`config.mk`:
```
export PLATFORM = sky130hd
export DESIGN_NAME = mux5_rr_sched
export DESIGN_NICKNAME = d
export VERILOG_FILES = /design/src/rtl/mux5_rr_sched_pkg.sv /design/src/rtl/mux5_rr_sched_rr_pick5.sv /design/src/rtl/mux5_rr_sched.sv
export SDC_FILE = /design/constraint.sdc
export NUM_CORES = 1
export LEC_CHECK = 0
export ABC_AREA = 1
export CAP_MARGIN = 15
export CORE_MARGIN = 4
export CORE_UTILIZATION = 25
export DETAILED_ROUTE_END_ITERATION = 16
export GPL_ROUTABILITY_DRIVEN = 0
export HOLD_SLACK_MARGIN = 0.1
export PLACE_DENSITY = 0.41
export SLEW_MARGIN = 20
export SYNTH_ARGS = -nofsm -noshare
export SYNTH_HDL_FRONTEND = slang
export SYNTH_HIERARCHICAL = 1
export SYNTH_SLANG_ARGS = --single-unit
```
`constraint.sdc`:
```
create_clock -name Clock -period 5.1 [get_ports Clock]
set_clock_uncertainty 0.1 [all_clocks]
set_input_delay 1.02 -clock Clock [delete_from_list [all_inputs] [get_ports Clock]]
set_output_delay 1.02 -clock Clock [all_outputs]
set_load 0.02 [all_outputs]
```
`src/rtl/mux5_rr_sched_pkg.sv`:
```
// Shared definitions for the 5-source round-robin mux scheduler.
// Holds the FSM state encoding, source index constants, select codes and
// a small helper that walks the round-robin ring.
package mux5_rr_sched_pkg;

  localparam int NSRC_FIXED = 5;

  typedef enum logic [1:0] {
    ST_IDLE = 2'd0,
    ST_ARB  = 2'd1,
    ST_HOLD = 2'd2
  } state_t;

  // Source indices (U,V,W,X,Y)
  localparam logic [2:0] SRC_U = 3'd0;
  localparam logic [2:0] SRC_V = 3'd1;
  localparam logic [2:0] SRC_W = 3'd2;
  localparam logic [2:0] SRC_X = 3'd3;
  localparam logic [2:0] SRC_Y = 3'd4;

  // Mux select codes {s2,s1,s0}
  localparam logic [2:0] SEL_U = 3'b000;
  localparam logic [2:0] SEL_V = 3'b001;
  localparam logic [2:0] SEL_W = 3'b010;
  localparam logic [2:0] SEL_X = 3'b011;
  localparam logic [2:0] SEL_Y = 3'b100;

  // Index reached 'step' positions after 'last' on the 5-entry ring.
  function automatic logic [2:0] rr_index(input logic [2:0] last, input int step);
    int sum;
    sum = (int'(last) + step) % NSRC_FIXED;
    return sum[2:0];
  endfunction

  // Select code for a source index; unknown indices map to SEL_U.
  function automatic logic [2:0] sel_of(input logic [2:0] idx);
    logic [2:0] sel;
    case (idx)
      SRC_U:   sel = SEL_U;
      SRC_V:   sel = SEL_V;
      SRC_W:   sel = SEL_W;
      SRC_X:   sel = SEL_X;
      SRC_Y:   sel = SEL_Y;
      default: sel = SEL_U;
    endcase
    return sel;
  endfunction

endpackage

```
`src/rtl/mux5_rr_sched_rr_pick5.sv`:
```
// Combinational round-robin picker for 5 requesters.
// Ports:
//   req   - request vector, bit i = source i
//   last  - index of the most recently granted source (0..4)
//   gnt   - one-hot pick, all-zero when nothing requests
//   idx   - index of the picked source, 0 when nothing requests
//   valid - high when some source was picked
// The search starts one past 'last' and wraps 4->0, so 'last' itself is
// checked last and a lone requester is picked again.
module rr_pick5
  import mux5_rr_sched_pkg::*;
(
  input  logic [4:0] req,
  input  logic [2:0] last,
  output logic [4:0] gnt,
  output logic [2:0] idx,
  output logic       valid
);

  always_comb begin
    gnt   = '0;
    idx   = '0;
    valid = 1'b0;
    for (int k = 1; k <= NSRC_FIXED; k++) begin
      if (!valid && req[rr_index(last, k)]) begin
        valid = 1'b1;
        idx   = rr_index(last, k);
        gnt   = 5'b00001 << rr_index(last, k);
      end
    end
  end

endmodule

```
`src/rtl/mux5_rr_sched.sv`:
```
// Round-robin scheduler driving a 5:1 source mux (sources U,V,W,X,Y).
// A grant is held for max(Dwell,1) cycles, then one ARB cycle picks the
// next source while the old grant stays visible (no gap). A grant whose
// request drops ends at the next edge.
// Ports:
//   Clock, Resetn    - clock, asynchronous active-low reset
//   Enable           - run enable; low forces IDLE, pointer is kept
//   Req[NSRC-1:0]    - per-source requests
//   Dwell[DWELL_W-1:0] - hold length, sampled when the grant loads
//   s2,s1,s0         - registered mux select
//   Gnt[NSRC-1:0]    - registered one-hot grant
//   SrcId[2:0]       - registered granted index
//   Busy             - high while a grant is held
//   dbg_state        - current FSM state
// Handshake: there is no valid/ready pair; a grant is valid exactly while
// Busy is high, and Gnt/SrcId/select always describe the same source.
module mux5_rr_sched
  import mux5_rr_sched_pkg::*;
#(
  parameter int DWELL_W = 8,
  parameter int NSRC    = 5
) (
  input  logic               Clock,
  input  logic               Resetn,
  input  logic               Enable,
  input  logic [NSRC-1:0]    Req,
  input  logic [DWELL_W-1:0] Dwell,
  output logic               s2,
  output logic               s1,
  output logic               s0,
  output logic [NSRC-1:0]    Gnt,
  output logic [2:0]         SrcId,
  output logic               Busy,
  output state_t             dbg_state
);

  state_t             state;
  logic [DWELL_W-1:0] cnt;
  logic [2:0]         last;
  logic [NSRC-1:0]    gnt_q;
  logic [2:0]         src_q;
  logic [2:0]         sel_q;
  logic               busy_q;

  logic [4:0] pick_gnt;
  logic [2:0] pick_idx;
  logic       pick_valid;

  rr_pick5 u_pick (
    .req   (Req),
    .last  (last),
    .gnt   (pick_gnt),
    .idx   (pick_idx),
    .valid (pick_valid)
  );

  always_ff @(posedge Clock or negedge Resetn) begin
    if (!Resetn) begin
      state  <= ST_IDLE;
      cnt    <= '0;
      last   <= SRC_Y;
      gnt_q  <= '0;
      src_q  <= '0;
      sel_q  <= SEL_U;
      busy_q <= 1'b0;
    end else if (!Enable) begin
      state  <= ST_IDLE;
      cnt    <= '0;
      gnt_q  <= '0;
      src_q  <= '0;
      sel_q  <= SEL_U;
      busy_q <= 1'b0;
    end else begin
      case (state)
        ST_IDLE: begin
          if (|Req) state <= ST_ARB;
        end
        ST_ARB: begin
          if (pick_valid) begin
            gnt_q  <= pick_gnt;
            src_q  <= pick_idx;
            sel_q  <= sel_of(pick_idx);
            busy_q <= 1'b1;
            last   <= pick_idx;
            cnt    <= (Dwell == '0) ? DWELL_W'(1) : Dwell;
            state  <= ST_HOLD;
          end else begin
            gnt_q  <= '0;
            src_q  <= '0;
            sel_q  <= SEL_U;
            busy_q <= 1'b0;
            state  <= ST_IDLE;
          end
        end
        ST_HOLD: begin
          if (!Req[src_q]) begin
            // Granted source went away: drop the grant now.
            gnt_q  <= '0;
            src_q  <= '0;
            sel_q  <= SEL_U;
            busy_q <= 1'b0;
            cnt    <= '0;
            state  <= (|Req) ? ST_ARB : ST_IDLE;
          end else if (cnt <= DWELL_W'(1)) begin
            // Granted source still requests, so Req is non-zero: rearbitrate
            // with the current grant left on the outputs.
            cnt   <= '0;
            state <= ST_ARB;
          end else begin
            cnt <= cnt - DWELL_W'(1);
          end
        end
        default: begin
          gnt_q  <= '0;
          src_q  <= '0;
          sel_q  <= SEL_U;
          busy_q <= 1'b0;
          state  <= ST_IDLE;
        end
      endcase
    end
  end

  assign Gnt          = gnt_q;
  assign SrcId        = src_q;
  assign {s2, s1, s0} = sel_q;
  assign Busy         = busy_q;
  assign dbg_state    = state;

endmodule

```
**Word level (Yosys, flattened, before mapping)**

Cells that the tools add are included.

- Bits in registers: 25

- $add $sub $neg: 6
- Divide/modulo/power cells: 5
- Order comparisons: 7
- Equal/unequal tests: 12
- Shift-type cells: 5
- Muxes and demuxes: 56
- Reductions and logical operators: 15

Operator list:

| operator | count |
|---|---|
| $mod 32x4->32 const B | 5 |
| $mux 5 | 8 |
| $mux 8 | 5 |
| $mux 3 | 10 |
| $shl 1x3->5 const A | 5 |
| $lt 3x4->1 const B | 6 |
| $bmux 1 s3 | 6 |
| $pmux 3 s3 | 2 |
| $pmux 8 s2 | 1 |
| $mux 1 | 15 |
| $pmux 5 s3 | 1 |
| $pmux 3 s4 | 1 |
| $mux 2 | 5 |
| $ne 3x3->1 const B | 3 |
| $add 3x2->4 const B | 2 |
| $add 3x3->4 const B | 2 |
| $le 8x1->1 const B | 1 |
| $logic_not 8->1 | 1 |
| $sub 8x1->8 const B | 1 |
| $eq 3x2->1 const B | 2 |
| $pmux 2 s3 | 1 |
| $reduce_and 2->1 | 3 |
| $reduce_or 5->1 | 1 |
| $add 3x1->4 const B | 1 |
| 12 further kinds | 18 |

**Longest topological paths before layout**

Gate-level depths: netlist of run 1.

- Depth after elaboration: 22
- Gate-level depth with buffers: 33

**Cells and area by module**

Netlist of run 1, hierarchy kept.

By module, submodules not included:

| module | instances | cells each | area each (µm²) | sequential area each (µm²) |
|---|---|---|---|---|
| rr_pick5 | 1 | 373 | 1970.6 | 0.0 |
| mux5_rr_sched | 1 | 206 | 1436.4 | 626.9 |

**Worst setup path after synthesis of run 1**

No wires, ideal clock.

- Path kind: reg-to-reg
- From: register last[0]
- To: register cnt[4]
- Setup time: 66 ps
- Arrival time: 4124 ps
- Required time: 4934 ps
- Path slack: 810 ps
- Stages on the path, launching flop included: 30
- Path buffers: 4
- Clock period less this slack: 4290 ps
- Cell sequence: dfrtp_1 buf_2 clkinv_1 ha_1 buf_2 inv_1 ha_1 inv_1 nand4_1 nand2_1 xor2_1 ha_1 nand2_1 nand3_2 nand2_2 nand2_1 o21ai_2 inv_2 nand4_1 nand2_4 nor2_8 buf_6 nand3b_1 nand2_2 nor2_4 inv_2 buf_6 o21ai_0 nand2_1 nand2_1

- Longest elaborated chain between the ends: 19
- Elaborated cells on any way between the ends: 35

RTL lines:

| item | RTL line | RTL |
|---|---|---|
| from (decl) | mux5_rr_sched.sv:39 | `logic [2:0] last;` |
| from (signal assigned) | mux5_rr_sched.sv:84 | `last <= pick_idx;` |
| $add 3x1->4 | mux5_rr_sched_pkg.sv:31 | `sum = (int'(last) + step) % NSRC_FIXED;` |
| $mod 32x4->32 | mux5_rr_sched_pkg.sv:31 |  |
| $bmux 1 s3 | mux5_rr_sched_rr_pick5.sv:25 | `if (!valid && req[rr_index(last, k)]) begin` |
| $mux 1 (not written as such) | mux5_rr_sched_rr_pick5.sv:25 |  |
| $mux 1 | mux5_rr_sched_rr_pick5.sv:25 |  |
| $logic_not 1->1 | mux5_rr_sched_rr_pick5.sv:25 |  |
| $logic_and 1x1->1 | mux5_rr_sched_rr_pick5.sv:25 |  |
| $mux 1 | mux5_rr_sched_rr_pick5.sv:25 |  |
| (+4 left out) | -- |  |
| $logic_and 1x1->1 | mux5_rr_sched_rr_pick5.sv:25 |  |
| $mux 1 | mux5_rr_sched_rr_pick5.sv:25 |  |
| $logic_not 1->1 | mux5_rr_sched_rr_pick5.sv:25 |  |
| $logic_and 1x1->1 | mux5_rr_sched_rr_pick5.sv:25 |  |
| $mux 1 (*) | mux5_rr_sched_rr_pick5.sv:25 |  |
| via pick_valid | mux5_rr_sched.sv:47 | `logic pick_valid;` |
| $ne 3x3->1 (no source line) (*) | -- |  |
| $reduce_and 2->1 (no source line) (*) | -- |  |
| to (signal assigned) | mux5_rr_sched.sv:85 | `cnt <= (Dwell == '0) ? DWELL_W'(1) : Dwell;` |
| to (signal assigned) | mux5_rr_sched.sv:110 | `cnt <= cnt - DWELL_W'(1);` |
| to (decl) | mux5_rr_sched.sv:38 | `logic [DWELL_W-1:0] cnt;` |

Mark *: on every way through the listed nets, which the timed path passes. The rest lies on a longest branch. The select of a mux whose other input is x is not followed.
A chain may end at the register's enable or synchronous reset.

**Worst setup path after layout of run 1**

- From: register last[0]
- To: register cnt[6]

The elaborated chain is that of the path after synthesis.

==> results.yml, run 1 <==
run_status:
  run_status: "finished clean"
floorplanning:
  dieArea_sq_mm: 0.0156
  initial_core_util: 0.256
  core_sq_mm: 0.0133
  row_count: 42
  die_x_um: 125
  ios: 30
  dieHeight_um: 125
routing:
  firstDrtPassIters: 4
  wl_per_cell_um: 12.8
  route.detailed.drc: 0
  drt_iter0_markers: 225
  antenna_left: 0
  vias_per_cell: 4.59
  wirelength_um: 10100
  vias: 3611
sta:
  fmax_mhz: 218
  setup_violations: 0
  hold-worst-slack_ns: 0.401
  fin_crit_sh: 0.901
  fin_crit_ns: 4.60
  max-slew-margin-rel: 0.317
  hold_violations: 0
  worst_pin_slew_ns: 1.02
  tns_ns: 0
  report.final.slew_viol_count: 0
  rsz0062_at_grt: "no"
hold_path:
  min_path_type: "flip-flop to flip-flop"
placed_design:
  dpl_cell_area_sq_mm: 0.00392
  place_hpwl_um: 8240
  io_buffers: 29
logic_synthesis:
  ys_warn_count: 6
  synth_async_sr_flop_share: 1.00
  synth.most_common_cell: "nand2_1"
  synth_area_leaders: "nand2_1 21%, dfrtp_1 18%, nand3_1 14%"
  synth_cells: 579
  yosysUniqueCellTypes: 35
  yosysTopAreaCellShare: 0.207
  syn_area_sq_mm: 0.00341
  synth_nets: 623
  synthTopCellsByCount: "188 x nand2_1, 95 x nand3_1, 87 x inv_1, 28 x ha_1, 25 x nor2_1"
  syn_avg_cell_area_sq_um: 5.88
  synth_area_leader_cell: "nand2_1"
  synth-seq-cells: 25
  ys_seq_area_frac: 0.184
  yosys_most_used_dff: "dfrtp_1"
  synth_edf_count: 0
critical_path:
  arrival_ns: 4.71
  start_kind: "flip-flop"
  critical_path_class: "flip-flop to flip-flop"
  crit_required_ns: 5.21
  crit_fanout: 11
  end_kind: "flip-flop"
global_routing:
  antenna_found_initial: 0
  grt_start_max_net_pins: 26
  overflow: 0
  grt_pass1_wl_um: 16900
  grt_pass1_vias: 3428
  grt_usage: 0.129
flow_run:
  maxCapViolCount: 0
cells_and_area:
  antennaDiodeCount: 0
  layout-area-overhead-vs-synth_pct: 17.3
  fillers: 1491
  fin_nets: 655
  layout-drive-gt1-share: 0.0803
  final_util: 0.301
  fin_area_sq_mm: 0.00400
clocking:
  post_cts_resized: 0
  cts_setup_buffers: 0
  cts_tree: "yes"
  cts-root-buf: "clkbuf_16"
  path_clk_slew_ns: 0.07
  ctsHoldBuffers: 0
  clk_latency_ns: 0.27
  cts.path.max_buffers: 2
  clock-sinks: 25
  htree_levels: 1
  cts_made_buffers: 3
state kept, by name, indices dropped and copies added, names as in the netlist:
| signal | cells |
|---|---|
| Gnt | 5 |
| Busy | 1 |
| cnt | 8 |
| sel_q | 3 |
| dbg_state | 2 |
| SrcId | 3 |
| last | 3 |
layout make-up:
| class | count | area, sq um | share of cell area |
|---|---|---|---|
| Timing Repair Buffer | 36 | 343 | 0.0858 |
| Inverter | 92 | 345 | 0.0864 |
| Clock buffer | 3 | 75.1 | 0.0188 |
| Multi-Input combinational cell | 453 | 2380 | 0.596 |
| Tap cell | 176 | 220 | 0.0551 |
| Clock inverter | 1 | 5.00 | 0.00125 |
| Sequential cell | 25 | 627 | 0.157 |
placed cells by master, fill, tap and decap left out, types with 2 or more instances in the layout:
cell             count
clkbuf_16            3
o21ai_2              5
nand3b_1             4
buf_4                7
nor2_1              25
nand3_1             95
o21bai_1             2
nand2_2             14
o21ai_0             21
a21oi_1              9
nor3_1              19
or2_2                4
xor2_1               5
inv_1               87
ha_1                28
nand2_1            188
inv_2                4
clkdlybuf4s50_1     29
nand2_4              3
o21ai_1              2
nand3_2              2
dfrtp_1             24
nand4_1             18
per-stage QoR:
step           instances  worst slack (ns)
4_1_cts              786             0.498
2_1_floorplan        579             0.810
3_5_place_dp         782             0.534
3_3_place_gp         782             0.612
6_report             786             0.504
5_1_grt              786            0.0488
worst max-delay path, stage by stage (launching register included):
cell      delay [ns]
dfrtp_1         0.57
ha_1            0.24
inv_1           0.08
nand2_1         0.11
nand2_2         0.11
ha_1            0.21
inv_1           0.05
nand3_1         0.09
nand2_1         0.08
xor2_1          0.32
ha_1            0.24
inv_1           0.05
or2_2           0.26
nand2_1         0.10
nand2_1         0.12
o21ai_2         0.26
inv_1           0.13
nand2_1         0.09
nand2_1         0.06
o21ai_2         0.26
nand3b_1        0.21
nand2_2         0.10
nor2_4          0.23
inv_2           0.15
o21ai_0         0.19
nand2_1         0.07
nand2_1         0.05
path summary, 6_finish.rpt:
| kind | cells past startpoint | end | start | slack (ns) |
|---|---|---|---|---|
| worst max-delay path | 26 | cnt[6]$_DFFE_PN0P_ | last[0]$_DFFE_PN0P_ | 0.50 |
| worst min-delay path | 2 | Gnt[1]$_DFFE_PN0P_ | Gnt[1]$_DFFE_PN0P_ | 0.40 |
| worst max register to register | 26 | cnt[6]$_DFFE_PN0P_ | last[0]$_DFFE_PN0P_ | 0.50 |
| worst min register to register | 2 | Gnt[1]$_DFFE_PN0P_ | Gnt[1]$_DFFE_PN0P_ | 0.40 |
| max in group asynchronous | 2 | last[2]$_DFFE_PN1P_ | Resetn | 3.57 |
| min in group asynchronous | 2 | cnt[7]$_DFFE_PN0P_ | Resetn | 1.02 |
metal layers:
| metal | up-vias | share of wire | track usage |
|---|---|---|---|
| met5 | - | 0 | 0 |
| met3 | 2 | 0.033 | 0.0202 |
| met2 | 48 | 0.47 | 0.220 |
| met1 | 1639 | 0.50 | 0.179 |
| li1 | 1922 | - | - |
| met4 | 0 | 0.0018 | 0.00967 |
cell families after synthesis:
| kind of cell | share of synthesized area |
|---|---|
| buffers and inverters | 0.117 |
| DFF | 0.184 |
| and+or+nand+nor | 0.510 |
| adders and majority gates | 0.103 |
| xor gates and xnor gates | 0.0129 |
| AOI/OAI and AO/OA | 0.0731 |
Power of run 1 is left out: the tool's default activity adds up to more than one toggle a clock period on the data nets, which glitch-free logic cannot reach.
==> run 2: changes to the inputs <==
--- a/config.mk
+++ b/config.mk
@@ -8,11 +8,12 @@
 export ABC_AREA = 1
 export CAP_MARGIN = 15
 export CORE_MARGIN = 4
-export CORE_UTILIZATION = 25
+export CORE_UTILIZATION = 40
 export DETAILED_ROUTE_END_ITERATION = 16
+export DONT_BUFFER_PORTS = 1
 export GPL_ROUTABILITY_DRIVEN = 0
 export HOLD_SLACK_MARGIN = 0.1
-export PLACE_DENSITY = 0.41
+export PLACE_DENSITY = 0.54
 export SLEW_MARGIN = 20
 export SYNTH_ARGS = -nofsm -noshare
 export SYNTH_HDL_FRONTEND = slang
==> constraint.sdc (replaced) <==
create_clock -name Clock -period 5 [get_ports Clock]
set_clock_uncertainty 0.1 [all_clocks]
set_input_delay 1 -clock Clock [delete_from_list [all_inputs] [get_ports Clock]]
set_output_delay 1 -clock Clock [all_outputs]
set_load 0.02 [all_outputs]
==> results.yml, run 2 (synthesis gave the netlist of run 1 again) <==
global_routing:
  grt_start_max_net_pins: 26
  overflow: 0
  grt.met3_usage: 0.0299
  busiest_layer: "met2"
  grt_usage: 0.185
  grt_pass1_vias: 3176
  antenna_found_initial: 0
  met2_usage: 0.305
  grt_pass1_wl_um: 15300
  grt_use_met1: 0.265
cells_and_area:
  largest_register_ffs: 8
  final_cell_mix: "188 x nand2_1, 95 x nand3_1, 87 x inv_1, 27 x ha_1, 25 x nor2_1"
  seq_area_sq_um: 632
  mostFrequentLayoutCell: "nand2_1"
  fin_area_sq_mm: 0.00359
  top_register: "cnt"
  final_util: 0.434
  multi_input_area_sq_mm: 0.00241
  finalNonFillerCells: 682
  fillers: 946
  antennaDiodeCount: 0
  layout-drive-gt1-share: 0.0832
  fin_nets: 622
  layout-area-overhead-vs-synth_pct: 5.25
critical_path:
  start_kind: "flip-flop"
  cp_common_cell: "nand2_1"
  crit_fanout: 11
  arrival_ns: 4.67
  critical_path_class: "flip-flop to flip-flop"
  cp_cell_sequence: "inv_1 > ha_2 > ha_1 > inv_1 > nand3_1 > nand2_1 > xor2_2 > ha_1 > inv_1 > or2_2 > nand2_1 > nand2_1 > o21ai_4 > inv_1 > nand2_1 > nand2_1 > o21ai_4 > nand3b_1 > nand2_2 > nor2_4 > inv_2 > o21ai_0 > nand2_1 > nand2_1"
  crit_slowest_cell: "ha_2"
  rrSetupSlack_ns: 0.45
  end_kind: "flip-flop"
  slowest_delay_ns: 0.42
  crit_required_ns: 5.12
run_status:
  run_status: "finished clean"
sta:
  report.final.slew_viol_count: 0
  fin_crit_ns: 4.55
  worst_pin_slew_ns: 0.933
  max-slew-margin-rel: 0.376
  rsz0062_at_grt: "no"
  tns_ns: 0
  setup_violations: 0
  fin_crit_sh: 0.911
  hold_violations: 0
  fmax_mhz: 220
clocking:
  cts.path.max_buffers: 2
  clock-sinks: 25
  cts_made_buffers: 3
  ctsHoldBuffers: 0
  path_clk_slew_ns: 0.10
  cts-root-buf: "clkbuf_8"
  htree_levels: 1
  cts_tree: "yes"
  clk_latency_ns: 0.27
placed_design:
  io_buffers: 0
  place_hpwl_um: 7320
  dpl_cell_area_sq_mm: 0.00351
  place_inst: 678
routing:
  wl_per_cell_um: 13.4
  route.detailed.drc: 0
  vias_per_cell: 5.14
  firstDrtPassIters: 5
  wirelength_um: 9130
  antenna_left: 0
  vias: 3506
  drt_iter0_markers: 188
hold_path:
  min_path_type: "input pin to async pin"
floorplanning:
  die_x_um: 100
  core_sq_mm: 0.00826
  dieArea_sq_mm: 0.0101
  initial_core_util: 0.413
  ios: 30
  dieHeight_um: 100
  row_count: 33
flow_run:
  maxCapViolCount: 0
-- run 2: routing by layer --
metal | vias up | wire [um] | share of wire
met5 | - | 0 | 0
met1 | 1598 | 4670 | 0.51
met4 | 0 | 45 | 0.0049
li1 | 1857 | - | -
met2 | 47 | 4150 | 0.45
met3 | 4 | 265 | 0.029
-- run 2: layout make-up --
class,instances,area share
Clock buffer,3,0.0115
Timing Repair Buffer,3,0.00628
Inverter,92,0.0963
Multi-Input combinational cell,453,0.671
Tap cell,105,0.0366
Sequential cell,25,0.176
Clock inverter,1,0.00209
-- run 2: metrics by stage --
step           hold slack, ns  worst slack, ns
2_1_floorplan           0.371            0.710
3_3_place_gp            0.397            0.359
3_5_place_dp            0.398            0.319
4_1_cts                 0.301            0.265
5_1_grt                 0.287           0.0309
6_report                0.307            0.445
-- run 2: final timing paths --
path	start	end	cells past startpoint
min in group Clock	cnt[7]$_DFFE_PN0P_	cnt[7]$_DFFE_PN0P_	2
worst min-delay path	Resetn	cnt[3]$_DFFE_PN0P_	0
worst max-delay path	last[1]$_DFFE_PN0P_	cnt[4]$_DFFE_PN0P_	24
max in group asynchronous	Resetn	last[2]$_DFFE_PN1P_	0
worst min register to register	cnt[7]$_DFFE_PN0P_	cnt[7]$_DFFE_PN0P_	2
worst max register to register	last[1]$_DFFE_PN0P_	cnt[4]$_DFFE_PN0P_	24
-- run 2: timing repair --
| action | 4_1_cts | 5_1_grt |
|---|---|---|
| endpoints found under the setup margin | 0 | 14 |
| buffers inserted | 0 | 0 |
| gates resized for setup | 0 | 6 |
-- run 2: worst max-delay path, delay by kind of cell, from the launching register on --
| kind | cells | cell delay (ns) |
|---|---|---|
| and+or+nand+nor | 12 | 1.54 |
| adders and majority gates | 3 | 0.89 |
| AOI/OAI and AO/OA | 3 | 0.67 |
| buffers and inverters | 5 | 0.61 |
| DFF | 1 | 0.39 |
| xor gates and xnor gates | 1 | 0.28 |
Power of run 2 is left out for the same reason.
==> run 3: changes to the inputs <==
--- a/config.mk
+++ b/config.mk
@@ -6,7 +6,7 @@
 export NUM_CORES = 1
 export LEC_CHECK = 0
 export ABC_AREA = 1
-export CAP_MARGIN = 15
+export CAP_MARGIN = 20
 export CORE_MARGIN = 4
 export CORE_UTILIZATION = 40
 export DETAILED_ROUTE_END_ITERATION = 16
==> results of run 3 <==
The final DEF is identical to that of run 2; final timing and power are the same.
Power of run 3 is left out for the same reason.
